==> src/rtl/mod_mul_unit_if.sv <==
// Start/done handshake and operand/result bus for the sequential modular multiplier.
interface mod_mul_unit_if #(
  parameter int k = 192
);
  logic         start;
  logic [k-1:0] x;
  logic [k-1:0] y;
  logic [k-1:0] z;
  logic         done;

  modport master (output start, x, y, input  z, done);
  modport slave  (input  start, x, y, output z, done);
endinterface

==> src/rtl/mod_mul_unit.sv <==
// z = x*y mod m, MSB-first interleaved shift-add-reduce, one multiplier bit per clock.
// Note rst_n is an active-high synchronous reset despite its name.
module mod_mul_unit #(
  parameter int           k    = 192,
  parameter int           logk = 8,
  parameter logic [k-1:0] m    = 192'hFFFFFFFFFFFFFFFFFFFFFFFFFFFFFFFEFFFFFFFFFFFFFFFF
) (
  input  logic           clk,
  input  logic           rst_n,
  mod_mul_unit_if.slave  bus
);

  localparam logic [1:0] S_IDLE = 2'd0;
  localparam logic [1:0] S_CALC = 2'd1;
  localparam logic [1:0] S_DONE = 2'd2;

  localparam logic [k+1:0] M1 = {2'b00, m};
  localparam logic [k+1:0] M2 = {1'b0, m, 1'b0};

  logic [1:0]    state_q, state_d;
  logic [k-1:0]  xr_q, xr_d;
  logic [k-1:0]  yr_q, yr_d;
  logic [k+1:0]  acc_q, acc_d;
  logic [logk-1:0] cnt_q, cnt_d;
  logic [k-1:0]  z_q, z_d;
  logic          done_q, done_d;

  logic [k+1:0]  addend, t, red;

  // acc < m keeps t < 3m, so one conditional subtract of 2m or m restores the invariant.
  // Out-of-contract operands simply wrap in k+2 bits, which stays deterministic.
  always_comb begin
    addend = xr_q[cnt_q] ? {2'b00, yr_q} : '0;
    t      = (acc_q << 1) + addend;
    if (t >= M2)      red = t - M2;
    else if (t >= M1) red = t - M1;
    else              red = t;
  end

  always_comb begin
    state_d = state_q;
    xr_d    = xr_q;
    yr_d    = yr_q;
    acc_d   = acc_q;
    cnt_d   = cnt_q;
    z_d     = z_q;
    done_d  = done_q;
    case (state_q)
      S_IDLE: begin
        done_d = 1'b0;
        if (bus.start) begin
          xr_d    = bus.x;
          yr_d    = bus.y;
          acc_d   = '0;
          cnt_d   = logk'(k - 1);
          state_d = S_CALC;
        end
      end
      S_CALC: begin
        acc_d = red;
        if (cnt_q == '0) begin
          z_d     = red[k-1:0];
          done_d  = 1'b1;
          state_d = S_DONE;
        end else begin
          cnt_d = cnt_q - logk'(1);
        end
      end
      S_DONE: begin
        // start held high here must not retrigger; wait for it to drop first
        if (!bus.start) begin
          done_d  = 1'b0;
          state_d = S_IDLE;
        end
      end
      default: state_d = S_IDLE;
    endcase
  end

  always_ff @(posedge clk) begin
    if (rst_n) begin
      state_q <= S_IDLE;
      xr_q    <= '0;
      yr_q    <= '0;
      acc_q   <= '0;
      cnt_q   <= '0;
      z_q     <= '0;
      done_q  <= 1'b0;
    end else begin
      state_q <= state_d;
      xr_q    <= xr_d;
      yr_q    <= yr_d;
      acc_q   <= acc_d;
      cnt_q   <= cnt_d;
      z_q     <= z_d;
      done_q  <= done_d;
    end
  end

  assign bus.z    = z_q;
  assign bus.done = done_q;

endmodule

==> src/flat_wrapper.sv <==
// flat-port wrapper written by rule: the top's interface ports become plain ports
module mod_mul_unit_flat 
#(
  parameter int           k    = 192,
  parameter int           logk = 8,
  parameter logic [k-1:0] m    = 192'hFFFFFFFFFFFFFFFFFFFFFFFFFFFFFFFEFFFFFFFFFFFFFFFF
)
  (clk, rst_n, bus_start, bus_x, bus_y, bus_z, bus_done);
  mod_mul_unit_if #(.k(k)) bus_i ();
  input  logic clk;
  input  logic rst_n;
  input wire logic [$bits(bus_i.start)-1:0] bus_start;
  input wire logic [$bits(bus_i.x)-1:0] bus_x;
  input wire logic [$bits(bus_i.y)-1:0] bus_y;
  output wire logic [$bits(bus_i.z)-1:0] bus_z;
  output wire logic [$bits(bus_i.done)-1:0] bus_done;
  assign bus_i.start = bus_start;
  assign bus_i.x = bus_x;
  assign bus_i.y = bus_y;
  assign bus_z = bus_i.z;
  assign bus_done = bus_i.done;
  mod_mul_unit #(.k(k), .logk(logk), .m(m)) u_core (.clk(clk), .rst_n(rst_n), .bus(bus_i));
endmodule
==> config.mk <==
export PLATFORM = sky130hd
export DESIGN_NAME = mod_mul_unit_flat
export DESIGN_NICKNAME = d
export VERILOG_FILES = /design/src/rtl/mod_mul_unit_if.sv /design/src/rtl/mod_mul_unit.sv /design/src/flat_wrapper.sv
export SDC_FILE = /design/constraint.sdc
export NUM_CORES = 2
export LEC_CHECK = 0
export CAP_MARGIN = 20
export CORE_ASPECT_RATIO = 1.4
export CORE_MARGIN = 2
export CORE_UTILIZATION = 63
export DETAILED_ROUTE_END_ITERATION = 10
export PLACE_DENSITY = 0.95
export RECOVER_POWER = 25
export SLEW_MARGIN = 0
export SYNTH_ARGS = -nofsm -noshare
export SYNTH_HDL_FRONTEND = slang
export SYNTH_SLANG_ARGS = --single-unit
export TNS_END_PERCENT = 10
==> constraint.sdc <==
create_clock -name clk -period 18.6 [get_ports clk]
set_clock_uncertainty 0.15 [all_clocks]
set_input_delay 2.79 -clock clk [delete_from_list [all_inputs] [get_ports clk]]
set_output_delay 2.79 -clock clk [all_outputs]
set_load 0.01 [all_outputs]
==> impl_metrics.py, run 1 <==
metrics = {
    "placement": {
        "io_buffers": 579,
        "dp.final_hpwl_um": 196000,
        "dp_slack_ps": 6270,
        "place_congestion": 1.59,
        "place_inst": 8903,
    },
    "die": {
        "die_y_um": 355,
        "boundaryPins": 580,
        "initial_core_util": 0.636,
        "fp-row-count": 128,
        "die_x_um": 254,
    },
    "clock_network": {
        "ctsHtreeMaxLevel": 3,
        "cts_sinks": 780,
        "clockBufferDepth": 3,
        "postCtsSetupRepairBufs": 0,
        "cts_root_buffer": "clkbuf_16",
        "cts_resized": 0,
        "cts_buffers": 74,
        "holdBufCountCts": 0,
    },
    "synthesis": {
        "synthArstFlopShare": 0,
        "yosysWarnings": 0,
        "synth.avg_cell_area_sq_um": 7.33,
        "yosysTopAreaCell": "dfxtp_1",
        "synth-seq-area-share": 0.282,
        "ys_top_cells_by_area": "dfxtp_1 28%, nand2_1 11%, a21oi_1 8.4%",
        "synth_edf_count": 0,
        "synth.top_cell.area_share": 0.282,
        "synthFlopType": "dfxtp_1",
        "syn_inst": 7543,
        "ys_ff_latch": 780,
        "synth_fp_nets": 8127,
        "synthesis.area_sq_um": 55300,
        "yosysUniqueCellTypes": 125,
    },
    "global_route": {
        "grt_pass1_wl_um": 490000,
        "grt_overflow_total": 500,
        "grt_start_max_net_pins": 234,
        "grt_pass1_vias": 72633,
        "grt_usage": 0.718,
    },
    "run_status": {
        "haltStage": "5_1_grt",
        "status": "aborted with a tool error",
        "error_message": "[ERROR GRT-0116] Global routing finished with congestion. Check the congestion regions in the DRC Viewer.",
    },
}
-- metal layers --
metal | overflow | GRT usage
met3 | 51 | 0.615
met2 | 235 | 0.854
met1 | 41 | 0.717
met4 | 170 | 0.670
met5 | 3 | 0.360
-- stage by stage --
stage	hold WS, ps	cell area [sq um]
after floorplan	281	55300
after global placement	289	61100
after detailed placement	292	61200
after CTS	301	63700
-- synthesized netlist by cell type (18+ instances only) --
cell type / instances
mux4_2: 62
buf_1: 30
clkbuf_1: 270
nand3_1: 179
a21o_1: 52
or4_1: 31
mux2i_1: 23
dfxtp_1: 780
a211oi_1: 122
o21a_1: 48
and2_1: 259
o31ai_1: 39
nor2_1: 551
o211ai_1: 38
nand2b_1: 31
a21boi_0: 23
nor4_2: 22
xnor2_1: 157
a31oi_1: 49
nor2b_1: 24
o2111ai_1: 18
nor3_1: 202
or2_2: 23
and3_1: 57
xor2_1: 132
a221oi_1: 25
buf_2: 127
nand4_1: 237
o21ai_1: 63
o21bai_1: 27
ha_1: 196
a221o_1: 22
and4_1: 49
o21ai_0: 326
a21oi_1: 923
a22o_1: 129
inv_1: 56
or3_1: 66
nor4_1: 108
nand2_1: 1567
-- logic make-up after synthesis --
group | synth area share
flip-flops | 0.282
AND/OR/NAND/NOR | 0.308
buffers and inverters | 0.0408
adder cells (fa/ha/maj) | 0.0447
XOR/XNOR | 0.0458
AO/OA/AOI/OAI | 0.247
multiplexers | 0.0312
==> inputs of run 2 (changes only) <==
CORE_ASPECT_RATIO = default   (was 1.4)
CORE_UTILIZATION = 40   (was 63)
PLACE_DENSITY = default   (was 0.95)
PLACE_DENSITY_LB_ADDON = 0.15   (was default)
==> run 2 against run 1 <==
Effect of this change:
- the flow now finishes, with violations (capacitance limit, slew limit)
- synthesized area unchanged
- synthesized cell count unchanged
==> impl_metrics.py, run 2 <==
metrics = {
    "run_status": {
        "status": "complete, but fails checks",
        "violations": "capacitance limit, slew limit",
    },
    "power_and_ir_drop": {
        "comb_power_share": 0.154,
        "switching_share": 0.294,
        "pwr-share-seq": 0.415,
        "p_per_area_nw_per_um2": 65.9,
        "leakagePower_nw": 23.5,
        "peakVddDrop_v": 0.0000633,
        "switchingPower_mw": 1.27,
        "power_mw": 4.34,
        "clockPowerShare": 0.431,
        "internal_power_mw": 3.07,
    },
    "synthesis": {
        "yosysUniqueCellTypes": 125,
        "synth_edf_count": 0,
        "yosysTopAreaCell": "dfxtp_1",
        "synthFlopType": "dfxtp_1",
        "synthesis.area_sq_um": 55300,
        "synth.avg_cell_area_sq_um": 7.33,
        "ys_top_cells_by_area": "dfxtp_1 28%, nand2_1 11%, a21oi_1 8.4%",
        "syn_inst": 7543,
        "synthArstFlopShare": 0,
        "synth.top_cell.area_share": 0.282,
        "synth_fp_nets": 8127,
        "yosysWarnings": 0,
        "yosys-top-cells-count": "1,567 x nand2_1, 923 x a21oi_1, 780 x dfxtp_1",
        "synth.most_common_cell": "nand2_1",
        "synth-seq-area-share": 0.282,
        "ys_ff_latch": 780,
    },
    "clock_network": {
        "cts_buffers": 87,
        "cts_root_buffer": "clkbuf_16",
        "clk_latency_ps": 760,
        "cts.reportedPaths.clkPinSlew_ps": 60,
        "cts_tree": "done",
        "cts_sinks": 780,
        "ctsHtreeMaxLevel": 3,
        "postCtsSetupRepairBufs": 0,
        "cts_resized": 0,
        "clockBufferDepth": 3,
        "holdBufCountCts": 0,
    },
    "layout": {
        "layout.nets": 8491,
        "final_cell_mix": "1,565 x nand2_1, 923 x a21oi_1, 779 x dfxtp_1, 548 x nor2_1, 402 x clkdlybuf4s50_1",
        "drive_gt1_frac": 0.0714,
        "largest_reg_flops": 193,
        "syn_to_final_growth_pct": 19.1,
        "regMostFlops": "u_core.acc_q",
        "layout_commonest_cell": "nand2_1",
    },
    "route": {
        "postRouteWirelength_um": 317000,
        "drtPass1Iterations": 10,
        "vias": 64325,
        "wl_per_cell_um": 32.4,
        "ant_nets": 0,
        "dr.first_iter.drc_count": 8449,
        "post-route-drc-count": 0,
        "vias_per_cell": 6.58,
    },
    "timing": {
        "fin_crit_sh": 0.866,
        "finalHoldViolations": 0,
        "fmax_mhz": 62.1,
        "whs_ps": 300,
        "rsz0062_at_grt": "false",
        "final_max_slew_viol_count": 334,
        "maxSlewHeadroom": -1.36,
        "setup_viol": 0,
        "setup_tns_ps": 0,
        "worstMarginPinSlew_ps": 3540,
        "fin_crit_ps": 16100,
    },
    "global_route": {
        "antenna_found_initial": 27,
        "grt_start_max_net_pins": 198,
        "grt_usage": 0.430,
        "grt_overflow_total": 0,
        "grt_pass1_vias": 59852,
        "grt_pass1_wl_um": 440000,
    },
    "die": {
        "initial_core_util": 0.403,
        "die_y_um": 376,
        "die_x_um": 376,
        "fp-row-count": 136,
        "boundaryPins": 580,
        "core_sq_um": 137000,
        "die_area_sq_um": 141000,
    },
    "critical_path": {
        "crit_arrival_ps": 16540,
        "crit_top_cell": "mux4_2",
        "cp.required_ps": 19040,
        "critPathMaxStageDelay_ps": 2540,
        "r2r-start": "u_core.cnt_q[0]$_SDFFE_PP0P_",
        "cp_slowest_cell": "dfxtp_1",
        "path_max_fanout": 98,
        "worst-r2r-setup-slack_ps": 2500,
        "crit_path_start_kind": "flop",
        "reg2reg_to": "u_core.acc_q[79]$_SDFFE_PP0P_",
        "critPathKind": "flop to flop",
        "cp-end-kind": "flop",
        "reg2reg_depth": 28,
    },
    "hold_path": {
        "hp-class": "flop to flop",
        "min_path_cells": 2,
        "hold_start": "u_core.bus.z[183]$_SDFFE_PP0P_",
        "whs_endpoint": "u_core.bus.z[183]$_SDFFE_PP0P_",
    },
    "placement": {
        "place_congestion": 1.15,
        "dp.final_hpwl_um": 259000,
        "io_buffers": 579,
    },
    "flow_run": {
        "maxCapViolCount": 5,
    },
}
run 2: cell counts after synthesis:
No cell type changed its count.
run 2: per-layer routing:
layer / share of wire / GRT usage / up-vias
li1: - / - / 28202
met1: 0.39 / 0.545 / 31236
met2: 0.42 / 0.642 / 3984
met3: 0.11 / 0.128 / 877
met4: 0.071 / 0.258 / 26
met5: 0.00053 / 0 / -
run 2: layout make-up:
cell class | count | area [sq um]
fill | 13952 | 71400
multi-input combinational | 6248 | 37700
sequential | 780 | 15600
timing repair buffer | 734 | 7000
clock buffer | 122 | 2500
tap | 1794 | 2240
clock inverter | 40 | 596
inverter | 56 | 210
antenna | 9 | 22.5
run 2: stage by stage:
step	util	setup WS (ps)	cell area, sq um	cells
after floorplan	-	9470	55300	7543
after global placement	0.456	4420	62600	9593
after detailed placement	0.457	4990	62700	9606
after CTS	0.479	4920	65800	9768
after global routing	0.480	2130	65900	9777
final	0.480	2500	65900	9783
run 2: how the worst max path moves through the flow:
| stage | cells after the start | end | start |
|---|---|---|---|
| floorplan | 34 | u_core.bus.z[95]$_SDFFE_PP0P_ | u_core.cnt_q[0]$_SDFFE_PP0P_ |
| detailed placement | 28 | u_core.bus.z[135]$_SDFFE_PP0P_ | u_core.cnt_q[0]$_SDFFE_PP0P_ |
| global route | 28 | u_core.bus.z[137]$_SDFFE_PP0P_ | u_core.cnt_q[0]$_SDFFE_PP0P_ |
| CTS | 28 | u_core.acc_q[79]$_SDFFE_PP0P_ | u_core.cnt_q[0]$_SDFFE_PP0P_ |
| finish | 28 | u_core.acc_q[79]$_SDFFE_PP0P_ | u_core.cnt_q[0]$_SDFFE_PP0P_ |
| global placement | 27 | u_core.acc_q[79]$_SDFFE_PP0P_ | u_core.cnt_q[0]$_SDFFE_PP0P_ |
run 2: logic make-up after synthesis:
family          count (synthesis)  synth area share
xor+xnor                      289            0.0458
buf+inv                       515            0.0408
mux                            94            0.0312
compound gates               2141             0.247
flops                         780             0.282
simple gates                 3527             0.308
fa+ha+maj                     197            0.0447
run 2: power by group through the flow:
stage | Sequential, mW | Combinational [mW] | Clock, mW
2_1_floorplan | 1.81 | 0.397 | 0
3_3_place_gp | 1.84 | 0.641 | 0
3_5_place_dp | 1.84 | 0.650 | 0
4_1_cts | 1.80 | 0.654 | 1.89
5_1_grt | 1.81 | 0.710 | 1.95
6_report | 1.80 | 0.667 | 1.87
run 2: worst max-delay path, delay by kind of cell, from the launching register on:
family | cells | cell delay [ps]
adders and majority gates | 1 | 710
DFF | 1 | 2540
muxes | 4 | 2130
and+or+nand+nor | 13 | 5960
AOI/OAI and AO/OA | 6 | 2640
xor gates and xnor gates | 1 | 300
buffers and inverters | 3 | 1080
Note: power is estimated with default switching activity, not from simulation.
